### src/rtl/hazard_ctrl_if.sv
// D-stage hazard query bundle: operand/destination descriptors in, pipeline
// control, forwarding selects and stall statistics out.
interface hazard_ctrl_if #(
  parameter int unsigned AW    = 5,
  parameter int unsigned TW    = 3,
  parameter int unsigned CNT_W = 32
);
  logic [AW-1:0]    rs_d;
  logic [AW-1:0]    rt_d;
  logic             rs_used;
  logic             rt_used;
  logic [TW-1:0]    rs_tuse;
  logic [TW-1:0]    rt_tuse;
  logic [AW-1:0]    a3_d;
  logic [TW-1:0]    tnew_d;
  logic             md_start_d;
  logic             md_div_d;
  logic             md_use_d;
  logic             ifu_en;
  logic             d_reg_en;
  logic             e_reg_clr;
  logic [1:0]       fwd_rs_sel;
  logic [1:0]       fwd_rt_sel;
  logic             md_busy;
  logic [CNT_W-1:0] stall_cnt;

  modport master (
    output rs_d, rt_d, rs_used, rt_used, rs_tuse, rt_tuse, a3_d, tnew_d,
           md_start_d, md_div_d, md_use_d,
    input  ifu_en, d_reg_en, e_reg_clr, fwd_rs_sel, fwd_rt_sel, md_busy, stall_cnt
  );

  modport slave (
    input  rs_d, rt_d, rs_used, rt_used, rs_tuse, rt_tuse, a3_d, tnew_d,
           md_start_d, md_div_d, md_use_d,
    output ifu_en, d_reg_en, e_reg_clr, fwd_rs_sel, fwd_rt_sel, md_busy, stall_cnt
  );
endinterface

### src/rtl/hazard_ctrl.sv
// Tuse/Tnew hazard controller: E/M/W result scoreboard, stall and forwarding
// decisions for the D stage, multiply/divide busy tracking, stall counter.
module hazard_ctrl #(
  parameter int unsigned AW       = 5,
  parameter int unsigned TW       = 3,
  parameter int unsigned MULT_CYC = 5,
  parameter int unsigned DIV_CYC  = 10,
  parameter int unsigned CNT_W    = 32
) (
  input  logic          clk,
  input  logic          reset,
  hazard_ctrl_if.slave  bus
);

  localparam int unsigned MD_MAX = (MULT_CYC > DIV_CYC) ? MULT_CYC : DIV_CYC;
  localparam int unsigned MDW    = (MD_MAX < 1) ? 1 : $clog2(MD_MAX + 1);

  typedef struct packed {
    logic [AW-1:0] a3;
    logic [TW-1:0] tnew;
  } sb_t;

  sb_t              e_q, m_q, w_q;
  sb_t              e_d, m_d, w_d;
  logic [MDW-1:0]   md_cnt_q, md_cnt_d;
  logic [CNT_W-1:0] stall_cnt_q, stall_cnt_d;
  logic             rs_stall, rt_stall, md_stall, stall;
  logic [1:0]       rs_sel, rt_sel;

  function automatic logic [TW-1:0] sat_dec(input logic [TW-1:0] t);
    return (t == '0) ? '0 : t - TW'(1);
  endfunction

  // Returns {stall, fwd_sel}; only the youngest matching stage is considered.
  function automatic logic [2:0] op_chk(input logic [AW-1:0] addr, input logic used,
                                        input logic [TW-1:0] tuse,
                                        input sb_t e, input sb_t m, input sb_t w);
    logic          hit;
    logic [TW-1:0] tn;
    logic [1:0]    code;
    hit  = 1'b0;
    tn   = '0;
    code = 2'd0;
    if (addr != '0 && used) begin
      if (e.a3 == addr) begin
        hit = 1'b1; tn = e.tnew; code = 2'd1;
      end else if (m.a3 == addr) begin
        hit = 1'b1; tn = m.tnew; code = 2'd2;
      end else if (w.a3 == addr) begin
        hit = 1'b1; tn = w.tnew; code = 2'd3;
      end
    end
    return {hit && (tn > tuse), (hit && tn == '0) ? code : 2'd0};
  endfunction

  always_comb begin
    {rs_stall, rs_sel} = op_chk(bus.rs_d, bus.rs_used, bus.rs_tuse, e_q, m_q, w_q);
    {rt_stall, rt_sel} = op_chk(bus.rt_d, bus.rt_used, bus.rt_tuse, e_q, m_q, w_q);
    md_stall = bus.md_use_d && (md_cnt_q != '0);
    stall    = rs_stall || rt_stall || md_stall;

    w_d = '{a3: m_q.a3, tnew: sat_dec(m_q.tnew)};
    m_d = '{a3: e_q.a3, tnew: sat_dec(e_q.tnew)};
    e_d = stall ? sb_t'('0) : '{a3: bus.a3_d, tnew: bus.tnew_d};

    // A start only loads when it actually leaves D.
    md_cnt_d = md_cnt_q;
    if (bus.md_start_d && !stall)
      md_cnt_d = bus.md_div_d ? MDW'(DIV_CYC) : MDW'(MULT_CYC);
    else if (md_cnt_q != '0)
      md_cnt_d = md_cnt_q - MDW'(1);

    stall_cnt_d = stall_cnt_q;
    if (stall && stall_cnt_q != '1)
      stall_cnt_d = stall_cnt_q + CNT_W'(1);
  end

  always_ff @(posedge clk or negedge reset) begin
    if (!reset) begin
      e_q         <= '0;
      m_q         <= '0;
      w_q         <= '0;
      md_cnt_q    <= '0;
      stall_cnt_q <= '0;
    end else begin
      e_q         <= e_d;
      m_q         <= m_d;
      w_q         <= w_d;
      md_cnt_q    <= md_cnt_d;
      stall_cnt_q <= stall_cnt_d;
    end
  end

  always_comb begin
    bus.ifu_en     = ~stall;
    bus.d_reg_en   = ~stall;
    bus.e_reg_clr  = stall;
    bus.fwd_rs_sel = rs_sel;
    bus.fwd_rt_sel = rt_sel;
    bus.md_busy    = (md_cnt_q != '0);
    bus.stall_cnt  = stall_cnt_q;
  end

endmodule

### src/flat_wrapper.sv
// flat-port wrapper written by rule: the top's interface ports become plain ports
module hazard_ctrl_flat 
#(
  parameter int unsigned AW       = 5,
  parameter int unsigned TW       = 3,
  parameter int unsigned MULT_CYC = 5,
  parameter int unsigned DIV_CYC  = 10,
  parameter int unsigned CNT_W    = 32
)
  (clk, reset, bus_rs_d, bus_rt_d, bus_rs_used, bus_rt_used, bus_rs_tuse, bus_rt_tuse, bus_a3_d, bus_tnew_d, bus_md_start_d, bus_md_div_d, bus_md_use_d, bus_ifu_en, bus_d_reg_en, bus_e_reg_clr, bus_fwd_rs_sel, bus_fwd_rt_sel, bus_md_busy, bus_stall_cnt);
  hazard_ctrl_if #(.AW(AW), .TW(TW), .CNT_W(CNT_W)) bus_i ();
  input  logic clk;
  input  logic reset;
  input wire logic [$bits(bus_i.rs_d)-1:0] bus_rs_d;
  input wire logic [$bits(bus_i.rt_d)-1:0] bus_rt_d;
  input wire logic [$bits(bus_i.rs_used)-1:0] bus_rs_used;
  input wire logic [$bits(bus_i.rt_used)-1:0] bus_rt_used;
  input wire logic [$bits(bus_i.rs_tuse)-1:0] bus_rs_tuse;
  input wire logic [$bits(bus_i.rt_tuse)-1:0] bus_rt_tuse;
  input wire logic [$bits(bus_i.a3_d)-1:0] bus_a3_d;
  input wire logic [$bits(bus_i.tnew_d)-1:0] bus_tnew_d;
  input wire logic [$bits(bus_i.md_start_d)-1:0] bus_md_start_d;
  input wire logic [$bits(bus_i.md_div_d)-1:0] bus_md_div_d;
  input wire logic [$bits(bus_i.md_use_d)-1:0] bus_md_use_d;
  output wire logic [$bits(bus_i.ifu_en)-1:0] bus_ifu_en;
  output wire logic [$bits(bus_i.d_reg_en)-1:0] bus_d_reg_en;
  output wire logic [$bits(bus_i.e_reg_clr)-1:0] bus_e_reg_clr;
  output wire logic [$bits(bus_i.fwd_rs_sel)-1:0] bus_fwd_rs_sel;
  output wire logic [$bits(bus_i.fwd_rt_sel)-1:0] bus_fwd_rt_sel;
  output wire logic [$bits(bus_i.md_busy)-1:0] bus_md_busy;
  output wire logic [$bits(bus_i.stall_cnt)-1:0] bus_stall_cnt;
  assign bus_i.rs_d = bus_rs_d;
  assign bus_i.rt_d = bus_rt_d;
  assign bus_i.rs_used = bus_rs_used;
  assign bus_i.rt_used = bus_rt_used;
  assign bus_i.rs_tuse = bus_rs_tuse;
  assign bus_i.rt_tuse = bus_rt_tuse;
  assign bus_i.a3_d = bus_a3_d;
  assign bus_i.tnew_d = bus_tnew_d;
  assign bus_i.md_start_d = bus_md_start_d;
  assign bus_i.md_div_d = bus_md_div_d;
  assign bus_i.md_use_d = bus_md_use_d;
  assign bus_ifu_en = bus_i.ifu_en;
  assign bus_d_reg_en = bus_i.d_reg_en;
  assign bus_e_reg_clr = bus_i.e_reg_clr;
  assign bus_fwd_rs_sel = bus_i.fwd_rs_sel;
  assign bus_fwd_rt_sel = bus_i.fwd_rt_sel;
  assign bus_md_busy = bus_i.md_busy;
  assign bus_stall_cnt = bus_i.stall_cnt;
  hazard_ctrl #(.AW(AW), .TW(TW), .MULT_CYC(MULT_CYC), .DIV_CYC(DIV_CYC), .CNT_W(CNT_W)) u_core (.clk(clk), .reset(reset), .bus(bus_i));
endmodule
### config.mk
export PLATFORM = sky130hd
export DESIGN_NAME = hazard_ctrl_flat
export DESIGN_NICKNAME = d
export VERILOG_FILES = /design/src/rtl/hazard_ctrl_if.sv /design/src/rtl/hazard_ctrl.sv /design/src/flat_wrapper.sv
export SDC_FILE = /design/constraint.sdc
export NUM_CORES = 1
export LEC_CHECK = 0
export BUFFER_PORTS_ARGS = -buffer_cell sky130_fd_sc_hd__buf_2
export CAP_MARGIN = 20
export CELL_PAD_IN_SITES_DETAIL_PLACEMENT = 1
export CELL_PAD_IN_SITES_GLOBAL_PLACEMENT = 1
export CORE_MARGIN = 2
export CORE_UTILIZATION = 43
export DETAILED_ROUTE_END_ITERATION = 6
export MAX_ROUTING_LAYER = met4
export PLACE_DENSITY = 0.83
export SYNTH_ARGS = -nofsm -noshare
export SYNTH_HDL_FRONTEND = slang
export SYNTH_SLANG_ARGS = --single-unit
### constraint.sdc
create_clock -name clk -period 5.9 [get_ports clk]
set_clock_uncertainty 0.1 [all_clocks]
set_input_delay 1.18 -clock clk [delete_from_list [all_inputs] [get_ports clk]]
set_output_delay 1.18 -clock clk [all_outputs]
set_load 0.05 [all_outputs]
### Yosys cells after proc, flatten, opt, wreduce, memory -nomap -nowiden

Index checks and enable logic that the tools add are counted.

| word-level totals | value |
|---|---|
| register bits after elaboration | 60 |
| latch bits | 0 |
| memory bits (writable) | 0 |
| ROM bits | 0 |
| input port bits | 31 |
| output and inout bits | 40 |
| word-level logic and storage cells | 74 |
| memories | 0 |

| cells by class | value |
|---|---|
| add/subtract/negate cells | 4 |
| multipliers | 0 |
| div/mod/pow operators | 0 |
| $lt $le $gt $ge | 2 |
| equal/unequal tests | 7 |
| shifts and indexed selects | 0 |
| multiplexer cells | 32 |
| bitwise logic cells | 1 |
| reduce and logical (&&, ||, !) cells | 20 |

Operators by type and width:

| operator | number |
|---|---|
| $add 32x1->32 const B | 1 |
| $ne 32x32->1 const B | 1 |
| $eq 5x5->1 | 6 |
| $mux 3 | 10 |
| $mux 2 | 10 |
| $logic_not 3->1 | 4 |
| $mux 4 | 3 |
| $reduce_bool 5->1 | 2 |
| $logic_and 1x1->1 | 9 |
| $mux 1 | 8 |
| $mux 8 | 1 |
| $gt 3x3->1 | 2 |
| $sub 3x1->3 const B | 2 |
| $reduce_bool 4->1 | 1 |
| $sub 4x1->4 const B | 1 |
| $logic_or 1x1->1 | 2 |
| $reduce_bool 2->1 | 1 |
| $logic_not 1->1 | 1 |
| $not 1->1 | 1 |

### Logic depth before layout (Yosys ltp)

| depth | value |
|---|---|
| depth after elaboration | 12 |
| mapped depth | 16 |

### Worst setup path after synthesis

Ideal clock, no wire load.

| path | value |
|---|---|
| path kind | in2out |
| from | input port bus_rt_d[3] |
| to | output port bus_e_reg_clr |
| data arrival time | 4.399 ns |
| required time | 4.620 ns |
| slack | 0.221 ns |
| stages on the path | 15 |
| buffers on the path | 2 |
| cell sequence | xor2_1 -> nor3_2 -> and3_1 -> nor2_1 -> a221o_1 -> nor3b_1 -> ha_1 -> nor2b_1 -> o21a_1 -> o21ai_0 -> a311o_1 -> and3_1 -> buf_6 -> clkbuf_1 -> inv_1 |

| on the way | value |
|---|---|
| cells in the longest elaborated chain, start to end | 9 |
| elaborated cells on any way between the ends | 17 |
| those cells by class | order compare (1); eq/ne (3); mux (8); reduce/logical (5) |

RTL lines:

| element | line | source |
|---|---|---|
| from (decl) | flat_wrapper.sv:15 | `input wire logic [$bits(bus_i.rt_d)-1:0] bus_rt_d;` |
| $eq 5x5->1 | hazard_ctrl.sv:49 | `end else if (w.a3 == addr) begin` |
| $mux 3 | hazard_ctrl.sv:49 |  |
| $mux 3 | hazard_ctrl.sv:47 | `end else if (m.a3 == addr) begin` |
| $mux 3 | hazard_ctrl.sv:45 | `if (e.a3 == addr) begin` |
| $mux 3 | hazard_ctrl.sv:44 | `if (addr != '0 && used) begin` |
| $gt 3x3->1 | hazard_ctrl.sv:53 | `return {hit && (tn > tuse), (hit && tn == '0) ? code : 2'd0};` |
| $logic_and 1x1->1 * | hazard_ctrl.sv:53 |  |
| $logic_or 1x1->1 * (2 in series) | hazard_ctrl.sv:60 | `stall = rs_stall \|\| rt_stall \|\| md_stall;` |
| to (decl) | flat_wrapper.sv:27 | `output wire logic [$bits(bus_i.e_reg_clr)-1:0] bus_e_reg_clr;` |

Every way passes the cells marked *; elsewhere a longest branch is shown, timed or not.

### Worst setup path after layout

Ends and elaborated chain as after synthesis.

==> impl_metrics.toml <==
[place]
dpl.hpwl_um = 6610
dpl.cell_count = 505
port_buffers = 70
gp_congestion = 0.850
post-place-ws_ps = 613

[routing]
first_pass_iters = 4
ant_nets = 0
drc = 0
via_per_inst = 5.40
wirelength_um = 9380
vias = 2811
wl_per_cell_um = 18.0
drt_iter0_drc = 143

[global_routing]
grt_start_max_net_pins = 61
overflow = 0
grt_pass1_vias = 3081
antenna_found_initial = 0
grt_pass1_wl_um = 15500
grt_use_total_pct = 23.3

[power]
peakVddDrop_v = 0.000269
leakagePower_nw = 2.10
power_density_nw_per_um2 = 343

[outcome]
status = "finished, final reports clean"

[clock_network]
cts-buffers-inserted = 9
post-cts-setup-buffers = 0
clkSlewWorstSetupHoldPaths_ps = 70
cts_hold_buffers = 0
cts_root_buf = "clkbuf_8"
insertion_delay_ps = 340
ctsResizeCount = 0
cts_buffer_depth = 2
htree_levels = 3
cts.sinks = 60
cts_tree = "built"

[finish]
syn_to_final_growth_pct = 19.1
final_nets = 458
antenna_cells = 0
drive_gt1_share_pct = 26.7
fin_cells = 521

[floorplanning]
core_um2 = 7850
dieArea_um2 = 8920
start_util_pct = 44.9
die_h_um = 94.5
ios = 71
dieWidth_um = 94.5
rows = 32

[yosys]
synth_edf_count = 0
yosys_warnings = 0
netlist_instances = 339
synth_top_area_share_pct = 42.7
ys_seq_area_share_pct = 42.7
postSynthAreaPerCell_um2 = 10.4
synthArstFlopShare_pct = 100
ys_top_cells_by_area = "dfrtp_1, xor2_1, ha_1"
ys_seq_elements = 60
yosys.area.top_type = "dfrtp_1"
syn_nets = 383
synth.distinct_cells = 48
netlist_area_um2 = 3520
synth_flop_cell = "dfrtp_1"

[worst_setup_path]
cp-start-kind = "input port"
worstPathArrival_ps = 4030
critPathMaxFanout = 4
crit_path_end_kind = "output pin"
crit_required_ps = 4620
crit_type = "input port to output pin"

[timing]
period_minus_slack_ps = 5310
final_max_slew_viol_count = 0
rsz0062_at_grt = "false"
worstMarginPinSlew_ps = 926
fin_ws_ps = 586
hold_violations = 0
finalSetupTns_ps = 0
timing.fmax_mhz = 188
fin_crit_sh_pct = 90.1
relSlewSlack_pct = 37.8
final-setup-viol-count = 0

[job]
maxCapViolations = 0

[hold_path]
hold_path.class = "flop to flop"
==> per-stage QoR <==
step	hold WS (ps)	util, %	total power [mW]	cell area, µm²
6_report	361	53.4	1.44	4190
3_3_place_gp	329	50.2	0.956	3940
2_1_floorplan	309	-	0.866	3520
3_5_place_dp	345	50.2	0.976	3940
4_1_cts	367	53.4	1.45	4190
5_1_grt	380	53.4	1.51	4190
==> report_power, final <==
group	switching, mW	leakage [nW]	internal (mW)	total, mW
combinational	0.283	1.20	0.133	0.416
clock	0.161	0.127	0.303	0.465
sequential	0.0805	0.780	0.477	0.558
total	0.525	2.10	0.914	1.44
==> critical path, stage by stage <==
cell and delay, ps:
buf_2 140, xor2_1 160, nor3_2 290, and3_1 270, nor2_1 90, a221o_1 330
nor3b_1 160, ha_1 310, nor2b_1 130, o21a_1 110, o21ai_0 70, a311o_1 260
and3_2 220, inv_1 60, buf_2 250
==> synth_stat cells (all sizes together), types with 3 or more instances <==
| cell type | instances |
|---|---|
| dfrtp | 60 |
| xor2 | 53 |
| nor3 | 27 |
| nand2 | 25 |
| nor2 | 22 |
| nand3 | 20 |
| inv | 16 |
| ha | 13 |
| and2 | 10 |
| and3 | 10 |
| xnor2 | 9 |
| buf | 8 |
| nor4 | 8 |
| o21ai | 7 |
| a211oi | 5 |
| mux2 | 5 |
| nor4b | 5 |
| nand4 | 3 |
| nor3b | 3 |
| o21a | 3 |
| or3 | 3 |
==> cells in the final DEF (no fill, tap or decap), types with 6 or more instances in the layout <==
cell,netlist,routed
nand3_1,17,17
nand2_1,25,25
xor2_1,53,53
and3_1,10,9
nor2_1,22,22
o21ai_0,6,6
dfrtp_1,60,60
xnor2_1,9,9
clkbuf_8,0,11
nor3_1,23,23
and2_1,9,9
ha_1,13,13
buf_2,2,70
inv_1,16,16
==> routing by layer <==
metal	up-vias	routed length, µm	global-route usage [%]	share of wire, %
met5	-	0	-	0
met4	0	103	7.25	1.1
met3	11	389	4.07	4.1
met2	67	4770	38.5	51
met1	1414	4120	29.3	44
li1	1319	-	-	-
==> sequential cells by signal, summed over array words and instances (netlist names) <==
register,count
u_core.w_q,8
u_core.md_cnt_q,4
u_core.e_q,8
u_core.bus.stall_cnt,32
u_core.m_q,8
==> cells by family after synthesis <==
logic type | count (synthesis) | share of synthesized area, %
flops | 60 | 42.7
fa+ha+maj | 13 | 4.62
mux | 7 | 2.17
buf+inv | 25 | 3.95
simple gates | 142 | 24.9
xor+xnor | 62 | 15.4
compound gates | 30 | 6.29
==> area by class of cell <==
class | count | area (µm²)
fill | 919 | 3650
multi-input combinational | 254 | 1880
sequential | 60 | 1500
timing repair buffer | 73 | 373
clock buffer | 12 | 155
tap | 102 | 128
clock inverter | 4 | 95.1
inverter | 16 | 60.1
==> path summary, 6_finish.rpt <==
check | startpoint | endpoint | slack (ps) | cells after the start
setup / recovery | bus_rt_d[3] | bus_e_reg_clr | 590 | 15
hold / removal | u_core.e_q[5] | u_core.m_q[5] | 360 | 0
setup reg to reg | u_core.m_q[6] | u_core.md_cnt_q[1] | 1750 | 15
hold reg to reg | u_core.e_q[5] | u_core.m_q[5] | 360 | 0
max in group asynchronous | reset | u_core.w_q[0] | 4290 | 2
min in group asynchronous | reset | u_core.e_q[6] | 900 | 2
Note: power is estimated with default switching activity, not from simulation.
